==> config.mk <==
export PLATFORM = sky130hd
export DESIGN_NAME = tlul_burst_reader
export DESIGN_NICKNAME = d
export VERILOG_FILES = /design/src/rtl/tlul_burst_reader_pkg.sv /design/src/rtl/tlul_pkg.sv /design/src/rtl/tlul_reorder_slots.sv /design/src/rtl/tlul_burst_reader.sv
export SDC_FILE = /design/constraint.sdc
export NUM_CORES = 1
export LEC_CHECK = 0
export CORE_MARGIN = 5
export CORE_UTILIZATION = 56
export CTS_CLUSTER_DIAMETER = 150
export CTS_CLUSTER_SIZE = 8
export DETAILED_ROUTE_END_ITERATION = 8
export GPL_ROUTABILITY_DRIVEN = 0
export PLACE_DENSITY = 0.87
export SETUP_SLACK_MARGIN = 0.4
export SYNTH_ARGS = -nofsm -noshare
export SYNTH_HDL_FRONTEND = slang
export SYNTH_SLANG_ARGS = --single-unit
==> constraint.sdc <==
create_clock -name clk_i -period 7.8 [get_ports clk_i]
set_clock_uncertainty 0.15 [all_clocks]
set_input_delay 2.34 -clock clk_i [delete_from_list [all_inputs] [get_ports clk_i]]
set_output_delay 2.34 -clock clk_i [all_outputs]
set_load 0.01 [all_outputs]
==> src/rtl/tlul_burst_reader_pkg.sv <==
// Shared types and constants for the TL-UL burst reader and its reorder buffer.
package tlul_burst_reader_pkg;

  typedef enum logic [1:0] {
    StIdle  = 2'd0,
    StRun   = 2'd1,
    StDrain = 2'd2,
    StDone  = 2'd3
  } state_e;

  typedef enum logic [1:0] {
    SlotFree    = 2'd0,
    SlotPending = 2'd1,
    SlotFilled  = 2'd2
  } slot_e;

  localparam logic [2:0] OpGet           = 3'd4;
  localparam logic [2:0] OpAccessAckData = 3'd1;
  localparam logic [1:0] WordSize        = 2'd2;

endpackage

==> src/rtl/tlul_pkg.sv <==
// Minimal TL-UL type package: the host-to-device and device-to-host channel bundles
// shared by the main-memory responder and its initiators.
package tlul_pkg;

  localparam int TL_AW  = 32;
  localparam int TL_DW  = 32;
  localparam int TL_AIW = 8;
  localparam int TL_DIW = 1;
  localparam int TL_DBW = 4;
  localparam int TL_SZW = 2;

  typedef struct packed {
    logic [3:0] instr_type;
    logic [6:0] cmd_intg;
    logic [6:0] data_intg;
  } tl_a_user_t;

  typedef struct packed {
    logic [6:0] rsp_intg;
    logic [6:0] data_intg;
  } tl_d_user_t;

  localparam tl_a_user_t TL_A_USER_DEFAULT = '{
    instr_type: 4'h9,
    cmd_intg:   7'h00,
    data_intg:  7'h00
  };

  typedef struct packed {
    logic              a_valid;
    logic [2:0]        a_opcode;
    logic [2:0]        a_param;
    logic [TL_SZW-1:0] a_size;
    logic [TL_AIW-1:0] a_source;
    logic [TL_AW-1:0]  a_address;
    logic [TL_DBW-1:0] a_mask;
    logic [TL_DW-1:0]  a_data;
    tl_a_user_t        a_user;
    logic              d_ready;
  } tl_h2d_t;

  typedef struct packed {
    logic              d_valid;
    logic [2:0]        d_opcode;
    logic [2:0]        d_param;
    logic [TL_SZW-1:0] d_size;
    logic [TL_AIW-1:0] d_source;
    logic [TL_DIW-1:0] d_sink;
    logic [TL_DW-1:0]  d_data;
    tl_d_user_t        d_user;
    logic              d_error;
    logic              a_ready;
  } tl_d2h_t;

endpackage

==> src/rtl/tlul_reorder_slots.sv <==
// Circular reorder buffer: requests claim the tail slot, responses fill any slot by
// index, and the consumer drains strictly from the head so data leaves in issue order.
module tlul_reorder_slots
  import tlul_burst_reader_pkg::*;
#(
  parameter int Depth = 4,
  parameter int IdxW  = $clog2(Depth)
) (
  input  logic            clk_i,
  input  logic            rst_ni,
  input  logic            issue_i,
  input  logic            fill_i,
  input  logic [IdxW-1:0] fill_idx_i,
  input  logic [31:0]     fill_data_i,
  input  logic            pop_i,
  output logic [IdxW-1:0] tail_o,
  output logic            tail_free_o,
  output logic            fill_pending_o,
  output logic            head_valid_o,
  output logic [31:0]     head_data_o
);

  slot_e           state_q [Depth];
  slot_e           state_d [Depth];
  logic [31:0]     data_q  [Depth];
  logic [31:0]     data_d  [Depth];
  logic [IdxW-1:0] head_q, head_d;
  logic [IdxW-1:0] tail_q, tail_d;

  assign tail_o         = tail_q;
  assign tail_free_o    = (state_q[tail_q] == SlotFree);
  assign fill_pending_o = (state_q[fill_idx_i] == SlotPending);
  assign head_valid_o   = (state_q[head_q] == SlotFilled);
  assign head_data_o    = data_q[head_q];

  // Issue, fill and pop only ever target slots in distinct states, so they never collide.
  always_comb begin
    state_d = state_q;
    data_d  = data_q;
    head_d  = head_q;
    tail_d  = tail_q;
    if (issue_i) begin
      state_d[tail_q] = SlotPending;
      tail_d          = tail_q + IdxW'(1);
    end else begin
      tail_d = tail_q;
    end
    if (fill_i) begin
      state_d[fill_idx_i] = SlotFilled;
      data_d[fill_idx_i]  = fill_data_i;
    end else begin
      data_d = data_q;
    end
    if (pop_i) begin
      state_d[head_q] = SlotFree;
      head_d          = head_q + IdxW'(1);
    end else begin
      head_d = head_q;
    end
  end

  always_ff @(posedge clk_i or negedge rst_ni) begin
    if (!rst_ni) begin
      for (int i = 0; i < Depth; i++) begin
        state_q[i] <= SlotFree;
        data_q[i]  <= 32'h0000_0000;
      end
      head_q <= '0;
      tail_q <= '0;
    end else begin
      state_q <= state_d;
      data_q  <= data_d;
      head_q  <= head_d;
      tail_q  <= tail_d;
    end
  end

endmodule

==> src/rtl/tlul_burst_reader.sv <==
// TL-UL read engine: issues Get requests for a contiguous word block, keeps several in
// flight, and streams the responses back out in address order.
module tlul_burst_reader
  import tlul_pkg::*;
  import tlul_burst_reader_pkg::*;
#(
  parameter int MaxOutstanding = 4,
  parameter int CountWidth     = 16
) (
  input  logic                  clk_i,
  input  logic                  rst_ni,
  input  logic                  start_i,
  input  logic [31:0]           base_addr_i,
  input  logic [CountWidth-1:0] num_words_i,
  output logic                  busy_o,
  output logic                  done_o,
  output logic                  err_o,
  output logic [31:0]           data_o,
  output logic                  data_valid_o,
  input  logic                  data_ready_i,
  output tl_h2d_t               tl_o,
  input  tl_d2h_t               tl_i
);

  localparam int IdxW = $clog2(MaxOutstanding);

  state_e                state_q, state_d;
  logic [31:0]           addr_q, addr_d;
  logic [CountWidth-1:0] num_q, num_d;
  logic [CountWidth-1:0] issued_q, issued_d;
  logic [CountWidth-1:0] delivered_q, delivered_d;
  logic                  err_q, err_d;
  logic                  done_q, done_d;
  logic                  busy_q, busy_d;

  logic            a_valid, a_hs, pop;
  logic            src_ok, fill_pending, d_good, d_bad;
  logic [IdxW-1:0] tail;
  logic            tail_free;
  logic            unused_tl_fields;

  assign unused_tl_fields = ^{tl_i.d_param, tl_i.d_size, tl_i.d_sink, tl_i.d_user,
                              base_addr_i[1:0]};

  assign a_valid = (state_q == StRun) && tail_free;
  assign a_hs    = a_valid && tl_i.a_ready;
  assign pop     = data_valid_o && data_ready_i;

  // Sources beyond the slot range can never match an outstanding request.
  assign src_ok = ({{(32-TL_AIW){1'b0}}, tl_i.d_source} < 32'(MaxOutstanding));
  assign d_good = tl_i.d_valid && src_ok && fill_pending && (tl_i.d_opcode == OpAccessAckData);
  assign d_bad  = tl_i.d_valid && (!d_good || tl_i.d_error);

  tlul_reorder_slots #(
    .Depth (MaxOutstanding),
    .IdxW  (IdxW)
  ) u_slots (
    .clk_i          (clk_i),
    .rst_ni         (rst_ni),
    .issue_i        (a_hs),
    .fill_i         (d_good),
    .fill_idx_i     (tl_i.d_source[IdxW-1:0]),
    .fill_data_i    (tl_i.d_data),
    .pop_i          (pop),
    .tail_o         (tail),
    .tail_free_o    (tail_free),
    .fill_pending_o (fill_pending),
    .head_valid_o   (data_valid_o),
    .head_data_o    (data_o)
  );

  // Command FSM and counters; done is raised directly on the last pop so it lands one cycle later.
  always_comb begin
    state_d     = state_q;
    addr_d      = addr_q;
    num_d       = num_q;
    issued_d    = issued_q;
    delivered_d = delivered_q;
    err_d       = err_q;
    done_d      = 1'b0;
    if (pop) begin
      delivered_d = delivered_q + CountWidth'(1);
    end else begin
      delivered_d = delivered_q;
    end
    case (state_q)
      StIdle: begin
        if (start_i) begin
          err_d       = 1'b0;
          addr_d      = {base_addr_i[31:2], 2'b00};
          num_d       = num_words_i;
          issued_d    = '0;
          delivered_d = '0;
          if (num_words_i != '0) begin
            state_d = StRun;
          end else begin
            state_d = StDone;
          end
        end else begin
          state_d = StIdle;
        end
      end
      StRun: begin
        if (a_hs) begin
          addr_d   = addr_q + 32'd4;
          issued_d = issued_q + CountWidth'(1);
          if ((issued_q + CountWidth'(1)) == num_q) begin
            state_d = StDrain;
          end else begin
            state_d = StRun;
          end
        end else begin
          state_d = StRun;
        end
      end
      StDrain: begin
        if (pop && ((delivered_q + CountWidth'(1)) == num_q)) begin
          state_d = StDone;
          done_d  = 1'b1;
        end else begin
          state_d = StDrain;
        end
      end
      StDone: begin
        state_d = StIdle;
        done_d  = !done_q;
      end
      default: begin
        state_d = StIdle;
      end
    endcase
    if (d_bad) begin
      err_d = 1'b1;
    end else begin
      err_d = err_d;
    end
  end

  assign busy_d = (state_d != StIdle) || done_d;

  // A-channel request fields are pure functions of registered state, so they hold while stalled.
  always_comb begin
    tl_o           = '0;
    tl_o.a_valid   = a_valid;
    tl_o.a_opcode  = OpGet;
    tl_o.a_param   = 3'd0;
    tl_o.a_size    = WordSize;
    tl_o.a_source  = TL_AIW'(tail);
    tl_o.a_address = addr_q;
    tl_o.a_mask    = 4'hF;
    tl_o.a_data    = 32'h0000_0000;
    tl_o.a_user    = TL_A_USER_DEFAULT;
    tl_o.d_ready   = 1'b1;
  end

  always_ff @(posedge clk_i or negedge rst_ni) begin
    if (!rst_ni) begin
      state_q     <= StIdle;
      addr_q      <= 32'h0000_0000;
      num_q       <= '0;
      issued_q    <= '0;
      delivered_q <= '0;
      err_q       <= 1'b0;
      done_q      <= 1'b0;
      busy_q      <= 1'b0;
    end else begin
      state_q     <= state_d;
      addr_q      <= addr_d;
      num_q       <= num_d;
      issued_q    <= issued_d;
      delivered_q <= delivered_d;
      err_q       <= err_d;
      done_q      <= done_d;
      busy_q      <= busy_d;
    end
  end

  assign busy_o = busy_q;
  assign done_o = done_q;
  assign err_o  = err_q;

endmodule

Word level (Yosys, flattened, before mapping)
Index checks and enable logic that the tools add are counted.
{ "totals": {"ff_bits": 225, "elab_cells": 120, "output_inout_bits": 140, "input_bits": 118} }
{ "op_classes": {"magnitude_cmp": 7, "addsub": 5, "n_eq_ne": 10, "bitwise": 11, "reduce_logical": 25, "muxes": 44} }
{ "ops": {"columns": ["op", "count"], "rows": [
  ["32-bit 2-to-1 mux", 5],
  ["128-bit bitwise mux", 1],
  ["16-bit 2-to-1 mux", 5],
  ["32-bit binary-select mux with 2-bit select", 1],
  ["32-bit demux with 2-bit select", 1],
  ["32-bit one-hot mux with 2 select lines", 1],
  ["16-bit by 1-bit adder with 16-bit output, second input constant", 2],
  ["32-bit by 3-bit adder with 32-bit output, second input constant", 1],
  ["16-bit equality test", 2],
  ["16-bit one-hot mux with 2 select lines", 1],
  ["2-bit 2-to-1 mux", 13],
  ["8-bit 2-to-1 mux", 3],
  ["16-bit nonzero test", 1],
  ["2-bit binary-select mux with 2-bit select", 3],
  ["2-bit demux with 2-bit select", 3],
  ["1-bit logical AND", 11],
  ["3-bit greater-or-equal comparator, second input constant", 3],
  ["3-bit by 1-bit less-than comparator with 1-bit output, second input constant", 3],
  ["2-bit inverter with 3-bit output", 3],
  ["4-bit AND", 2],
  ["8-bit AND", 1],
  ["8-bit by 3-bit less-than comparator with 1-bit output, second input constant", 1],
  ["4-bit inverter", 2],
  ["8-bit inverter", 1],
  ["other kinds (15)", 32]
]} }

Depth between registers and ports, before layout
Gate-level depths: netlist (run 1).
{ "depth": {"ltp_word": 12, "depth_mapped": 9, "mapped_depth_nobuf": 8} }

Hierarchy
A second synthesis (run 1) with hierarchy kept.
{ "hier_totals": {"hier_cells": 1090, "area_unflattened_um2": 12017.8} }
{ "modules_own_cells": {"columns": ["module", "instances", "area_per_inst_um2", "seq_area_each_um2", "cells_each"], "rows": [
  ["tlul_reorder_slots", 1, 6296.0, 3503.4, 378],
  ["tlul_burst_reader", 1, 5721.7, 2077.0, 712]
]} }

Least setup slack after synthesis (run 1)
No wires, ideal clock.
{ "synth_timing": {"path_kind": "in2reg", "from": "in tl_i[50] in the netlist's numbering", "to": "reg u_slots.data_q[119] in the netlist's numbering", "required_time_ns": 7.523, "arrival_ns": 4.120, "slack_ns": 3.402, "n_path_buf": 2, "setup_ns": 0.127, "path_stages": 7, "cell_sequence": "clkbuf_1 nor3b_1 a31oi_1 a211o_1 nor3_2 clkbuf_1 mux2_1"} }
{ "synth_between": {"elab_chain_len": 7, "elab_cells_between_ends": 15, "cone_classes": "3 x order compare; 1 x eq/ne; 6 x mux; 1 x bitwise; 4 x reduce/logical"} }
{ "synth_lines": {"columns": ["element", "line_no", "source"], "rows": [
  ["start: declaration", "tlul_burst_reader.sv:22", "input tl_d2h_t tl_i"],
  ["branches (longest 7 deep; another with 3-bit greater-or-equal comparator)", null, null],
  ["end signal: assignment", "tlul_reorder_slots.sv:72", "data_q <= data_d;"],
  ["end: declaration", "tlul_reorder_slots.sv:25", "logic [31:0] data_q [Depth];"]
]} }
Several ways; the timed one is not identified. The select of a mux whose other input is x is not followed.
A chain may end at the register's enable or synchronous reset.

Final worst setup path (run 1)
{ "layout_timing": {"from": "reg u_slots.head_q[0]", "to": "out data_valid_o"} }
{ "layout_between": {"elab_chain_len": 5} }
{ "layout_lines": {"columns": ["element", "line_no", "source"], "rows": [
  ["start: declaration", "tlul_reorder_slots.sv:27", "logic [IdxW-1:0] head_q, head_d;"],
  ["start signal: assignment", "tlul_reorder_slots.sv:68", "head_q <= '0;"],
  ["start signal: assignment", "tlul_reorder_slots.sv:73", "head_q <= head_d;"],
  ["2-bit inverter with 3-bit output (implied by the code)", "tlul_reorder_slots.sv:33", "assign head_valid_o = (state_q[head_q] == SlotFilled);"],
  ["2-bit binary-select mux with 2-bit select", "tlul_reorder_slots.sv:33", null],
  ["2-bit 2-to-1 mux (implied by the code) (2 in a row)", "tlul_reorder_slots.sv:33", null],
  ["2-bit equality test", "tlul_reorder_slots.sv:33", null],
  ["end: declaration", "tlul_burst_reader.sv:19", "output logic data_valid_o,"]
]} }
No other way between the ends. The select of a mux whose other input is x is not followed.

==> results.ini, run 1 <==
[worst_setup_path]
arrival_ns=2.87
r2r_start=state_q[0]
crit_type=reg2out
crit_buf_inv=3
rr_endpoint=state_q[1]
critPathMaxStageDelay_ns=0.68
rr_worst_depth=6
r2r_slack_ns=3.81
cp-start-kind=register
path_cells=buf_4 -> inv_2 -> mux4_2 -> clkdlybuf4s50_1
critPathSlowestCell=dfrtp_2
required_ns=5.31
crit_family=buffers and inverters
crit_fanout=22
setup.worst_path.end_class=primary output

[yosys]
netlist_instances=1118
synth.avg_cell_area_um2=10.7
synthArstFlopShare_pct=100
synth-seq-cells=223
synth_edf_count=0
syn_area_um2=12000
yosysWarnings=0
synth_cell_type_count=64
seq_area_frac_synth_pct=46.5
synth-main-ff-cell=dfrtp_1

[place]
dp_hpwl_um=18900
placed_cells=1503
dpl_cell_area_um2=13600
numPortBuffers=164
place_ws_ns=2.21

[clock_network]
cts_buffer_depth=3
insertion_delay_ns=0.55
cts_sinks=223
cts_resized=0
tritoncts=done
clkTransAtPathRegs_ns=0.05
cts_buffers=31
hold_buffers=0
htree_levels=1
cts-root-buf=clkbuf_16
post_cts_buffers=0

[sta]
finalWorstSetupSlack_ns=2.44
fmaxAchievable_ghz=0.186
rsz0062_at_grt=no
relSlewSlack_pct=24.1
period_minus_slack_ns=5.36
tightestPinTransition_ns=1.14
finalHoldViolations=0
finalSetupViolations=0
slew_violations=0
whs_ns=0.313
finalCritPeriodShare_pct=68.8
finalSetupTns_ns=0

[power]
p_clk_share_pct=34.6
switching_share_pct=30.7
p_int_mw=2.31
pwr_density_cell_nw_per_um2=232
p_seq_share_pct=42.5
power_mw=3.34
ir_worst_vdd_uv=218
p_comb_share_pct=23.0
p_leak_nw=6.58
p_sw_mw=1.02

[floorplan]
ios=258
core_um2=21100
rows=53
start_util_pct=56.9
die_h_um=156
dieArea_um2=24500
dieWidth_um=156

[worst_hold_path]
whs_endpoint=err_o
hold_depth=2
hp-class=reg2reg
min_from=err_o

[routing]
wirelength_um=28100
drtIter0Drc=472
routedWlPerCell_um=18.3
viasPerCell=5.72
drcViolationCount=0
ant_nets=0
firstDrtPassIters=5
vias=8797

[final_layout]
finalNonFillerCells=1537
nets=1390
fin_util_pct=68.2
layout_commonest_cell=dfrtp_1
n_antenna_cell=0
fin_area_um2=14400
drive_gt1_share_pct=8.16
mostFrequentLayoutCells=222 x dfrtp_1, 163 x clkdlybuf4s50_1, 133 x nand2_1
syn_to_final_growth_pct=19.8

[job]
cap_violations=0

[global_routing]
antenna_found_initial=2
gr-total-overflow=0
gr-usage-all-layers_pct=22.8
grt_pass1_vias=8902
grt_max_degree=80
grt_pass1_wl_um=45800

[outcome]
outcome=finished clean

==> worst min-delay path, stage by stage (launching register included) <==
cell and delay (ns):
dfrtp_1 0.34, nand2_1 0.05, nand2_1 0.05
==> worst max path at each step <==
| stage | slack [ns] | start | cells past startpoint | to |
|---|---|---|---|---|
| final | 2.44 | u_slots.head_q[0] | 4 | data_valid_o |
| after global routing | 2.25 | u_slots.head_q[0] | 4 | data_valid_o |
| after CTS | 2.35 | u_slots.head_q[0] | 4 | data_valid_o |
| after detailed placement | 2.21 | tl_i[50] | 7 | u_slots.data_q[36] |
| after global placement | 2.25 | tl_i[65] | 7 | u_slots.data_q[34] |
| after floorplan | 3.40 | tl_i[50] | 7 | u_slots.data_q[119] |
==> cell type report <==
cell class	instances	area [um2]
flip-flops and latches	223	5580
inverters	15	56.3
well taps	275	344
fillers	1518	6710
multi-input cells	814	5860
clock buffers	33	783
clock inverters	1	20.0
repair buffers	176	1740
==> kinds of logic (layout without fill, tap and decap cells) <==
group | count (synthesis) | in the layout | synth area share [%]
adder cells (fa/ha/maj) | 11 | 11 | 1.15
AO/OA/AOI/OAI | 168 | 168 | 8.33
flip-flops | 223 | 223 | 46.5
AND/OR/NAND/NOR | 340 | 340 | 13.9
XOR/XNOR | 57 | 57 | 4.16
buffers and inverters | 150 | 225 | 7.15
other | 2 | 71 | 0.0626
multiplexers | 167 | 167 | 18.8
==> routing by layer <==
| layer | vias up | track usage, % | wire length, um |
|---|---|---|---|
| li1 | 4091 | - | - |
| met1 | 4320 | 29.0 | 11100 |
| met2 | 316 | 38.3 | 13900 |
| met3 | 66 | 6.08 | 2340 |
| met4 | 4 | 7.27 | 748 |
| met5 | - | 0 | 25 |
==> flip-flops by register name (all words and copies together) (netlist names), 2 cells and up <==
signal,flops
u_slots.head_q,2
addr_q,30
state_q,2
num_q,16
delivered_q,16
u_slots.data_q,128
issued_q,16
u_slots.tail_o,2
u_slots.state_q,8
==> synth_stat cells (3+ instances only) <==
| master | number | area (um2) |
|---|---|---|
| mux4_2 | 34 | 766 |
| nor2_1 | 83 | 312 |
| o22ai_1 | 12 | 75.1 |
| nor4_1 | 10 | 62.6 |
| a211oi_1 | 6 | 45.0 |
| a31oi_1 | 9 | 56.3 |
| nand4_1 | 15 | 93.8 |
| nand2_1 | 133 | 499 |
| inv_1 | 13 | 48.8 |
| nor3b_1 | 6 | 45.0 |
| a21oi_1 | 55 | 275 |
| nor3_2 | 4 | 40.0 |
| buf_1 | 5 | 18.8 |
| buf_2 | 19 | 95.1 |
| and2_1 | 6 | 37.5 |
| nand4_2 | 3 | 37.5 |
| xor2_1 | 24 | 210 |
| xnor2_1 | 33 | 289 |
| and3_1 | 11 | 68.8 |
| ha_1 | 11 | 138 |
| a32oi_1 | 5 | 43.8 |
| nor2b_1 | 8 | 50.1 |
| mux2i_1 | 5 | 50.1 |
| o21ai_0 | 43 | 215 |
| dfrtp_1 | 223 | 5580 |
| mux2_1 | 127 | 1430 |
| clkbuf_1 | 38 | 143 |
| nand2b_1 | 3 | 18.8 |
| o21ai_1 | 10 | 50.1 |
| o22a_1 | 3 | 26.3 |
| nor3_1 | 11 | 55.1 |
| buf_4 | 72 | 541 |
| nand3_1 | 29 | 145 |
| or3_1 | 3 | 18.8 |
| o31ai_1 | 7 | 52.6 |
==> power groups by stage <==
stage	logic (mW)	registers, mW	clock network [mW]
global route	0.847	1.43	1.24
CTS	0.769	1.41	1.19
finish	0.766	1.42	1.15
global placement	0.746	1.43	0
floorplan	0.523	1.38	0
detailed placement	0.767	1.43	0
No activity file was read; power rests on OpenSTA's default activity.
==> run 2, diff against run 1 <==
CORE_UTILIZATION = 52   (was 56)
PLACE_DENSITY = 0.81   (was 0.87)
clock period = 5.4 ns   (was 7.8 ns; I/O delays follow)
==> run 2 against run 1 <==
Effect of this change: hold slack gained 0.015 ns; clock power is 47% higher; power grew 46%; routed wire length is 0.67% higher; flip-flop and latch count unchanged; largest power group unchanged; critical path depth down 1; design area increased by 0.57%; worst setup slack got worse by 1.5 ns; non-clock buffer count is 6 higher; register-to-register slack got worse by 1.6 ns; first-iteration DRC count up 8.1%; global-route usage shrank 1.6 points; critical endpoint is now data_o[16].
==> results.ini, run 2 (same netlist as run 1, synthesis figures left out) <==
[final_layout]
nets=1396
reg_top3=u_slots.data_q x128, addr_q x30
fillCellCount=1779
largest_reg_flops=128
n_antenna_cell=0
mostFrequentLayoutCells=222 x dfrtp_1, 163 x clkdlybuf4s50_1, 133 x nand2_1
seqCellArea_um2=5580
multi_input_area_um2=5860
syn_to_final_growth_pct=20.5
max_flop_register=u_slots.data_q
drive_gt1_share_pct=8.60
layout_commonest_cell=dfrtp_1
fin_area_um2=14500

[place]
dp_hpwl_um=19200
place_ws_ns=0.914
dpl_cell_area_um2=13700
numPortBuffers=164

[clock_network]
post_cts_buffers=0
clkTransAtPathRegs_ns=0.05
cts-root-buf=clkbuf_16
hold_buffers=0
tritoncts=done
cts_resized=0
insertion_delay_ns=0.55
cts_buffer_depth=3
htree_levels=1
cts_sinks=223
cts_buffers=31

[routing]
drcViolationCount=0
ant_nets=0
wirelength_um=28300
vias=8855
routedWlPerCell_um=18.2
drtIter0Drc=510
viasPerCell=5.70
firstDrtPassIters=5

[worst_setup_path]
crit_buf_inv=2
setup.worst_path.end_class=primary output
rr_endpoint=busy_o
rr_worst_depth=8
cp-start-kind=register
critPathSlowestCell=dfrtp_2
crit_family=buffers and inverters
required_ns=3.63
critPathMaxStageDelay_ns=0.71
arrival_ns=2.71
crit_type=reg2out
crit_fanout=16
path_cells=buf_4 -> mux4_2 -> clkdlybuf4s50_1
r2r_start=issued_q[0]
r2r_slack_ns=2.19

[power]
p_int_mw=3.36
p_comb_share_pct=23.0
p_sw_mw=1.51
p_clk_share_pct=34.6
pwr_density_cell_nw_per_um2=337
ir_worst_vdd_uv=274
p_leak_nw=6.62
p_seq_share_pct=42.3
switching_share_pct=31.0

[floorplan]
start_util_pct=52.9
ios=258
dieArea_um2=26200
die_h_um=162
core_um2=22700
dieWidth_um=162
rows=55

[global_routing]
grt_max_degree=129
antenna_found_initial=0
grt_pass1_wl_um=46500
gr-usage-all-layers_pct=21.3
gr-total-overflow=0
grt_pass1_vias=8926

[worst_hold_path]
whs_endpoint=err_o
hold_depth=2
min_from=err_o
hp-class=reg2reg

[job]
cap_violations=0

[sta]
finalSetupTns_ns=0
finalCritPeriodShare_pct=82.9
fmaxAchievable_ghz=0.223
finalHoldViolations=0
whs_ns=0.328
finalSetupViolations=0
slew_violations=0
rsz0062_at_grt=no
tightestPinTransition_ns=1.00
relSlewSlack_pct=33.3
period_minus_slack_ns=4.48
finalWorstSetupSlack_ns=0.925

[outcome]
outcome=finished clean

## run 2: cell types whose count changed in the layout (fill, tap and decap cells not counted)
| cell | delta |
|---|---|
| buf_12 | +2 |
| buf_4 | +4 |
## run 2: tightest hold or removal path, cell delays in order, from the launching register on
cell and delay, ns:
dfrtp_1 0.34, nand2_1 0.05, nand2_1 0.05
## run 2: worst max path at each step
stage                      start             endpoint  depth (start not counted)
2_1_floorplan           tl_i[50]  u_slots.data_q[119]                          7
3_3_place_gp            tl_i[50]   u_slots.data_q[34]                          7
3_5_place_dp            tl_i[50]   u_slots.data_q[24]                          8
4_1_cts        u_slots.head_q[0]           data_o[16]                          3
5_1_grt        u_slots.head_q[0]           data_o[12]                          3
6_report       u_slots.head_q[0]           data_o[16]                          3
## run 2: through the flow
stage                     utilization [%]  cells  total power [mW]
after floorplan                         -   1187              2.75
after global placement               60.1   1519              3.17
after detailed placement             60.1   1519              3.21
after CTS                            63.7   1553              4.92
after global routing                 63.7   1553              5.12
final                                63.7   1553              4.87
## run 2: area by class of cell
| cell class | count | area share (%) |
|---|---|---|
| Multi-Input combinational cell | 814 | 40.5 |
| Sequential cell | 223 | 38.6 |
| Timing Repair Buffer | 182 | 12.5 |
| Clock buffer | 33 | 5.42 |
| Tap cell | 285 | 2.47 |
| Inverter | 15 | 0.389 |
| Clock inverter | 1 | 0.138 |
## run 2: per-layer routing
metal | global-route usage (%) | vias up | part of all wire (%)
met1 | 27.9 | 4418 | 41
li1 | - | 4117 | -
met3 | 4.74 | 37 | 7.4
met2 | 37.0 | 283 | 51
met4 | 3.54 | 0 | 1.3
met5 | 0 | - | 0
## run 2: power groups by stage
| stage | registers, mW | clock network (mW) | logic [mW] |
|---|---|---|---|
| 2_1_floorplan | 1.99 | 0 | 0.756 |
| 3_3_place_gp | 2.08 | 0 | 1.10 |
| 3_5_place_dp | 2.09 | 0 | 1.12 |
| 4_1_cts | 2.06 | 1.73 | 1.13 |
| 5_1_grt | 2.09 | 1.79 | 1.24 |
| 6_report | 2.06 | 1.69 | 1.12 |
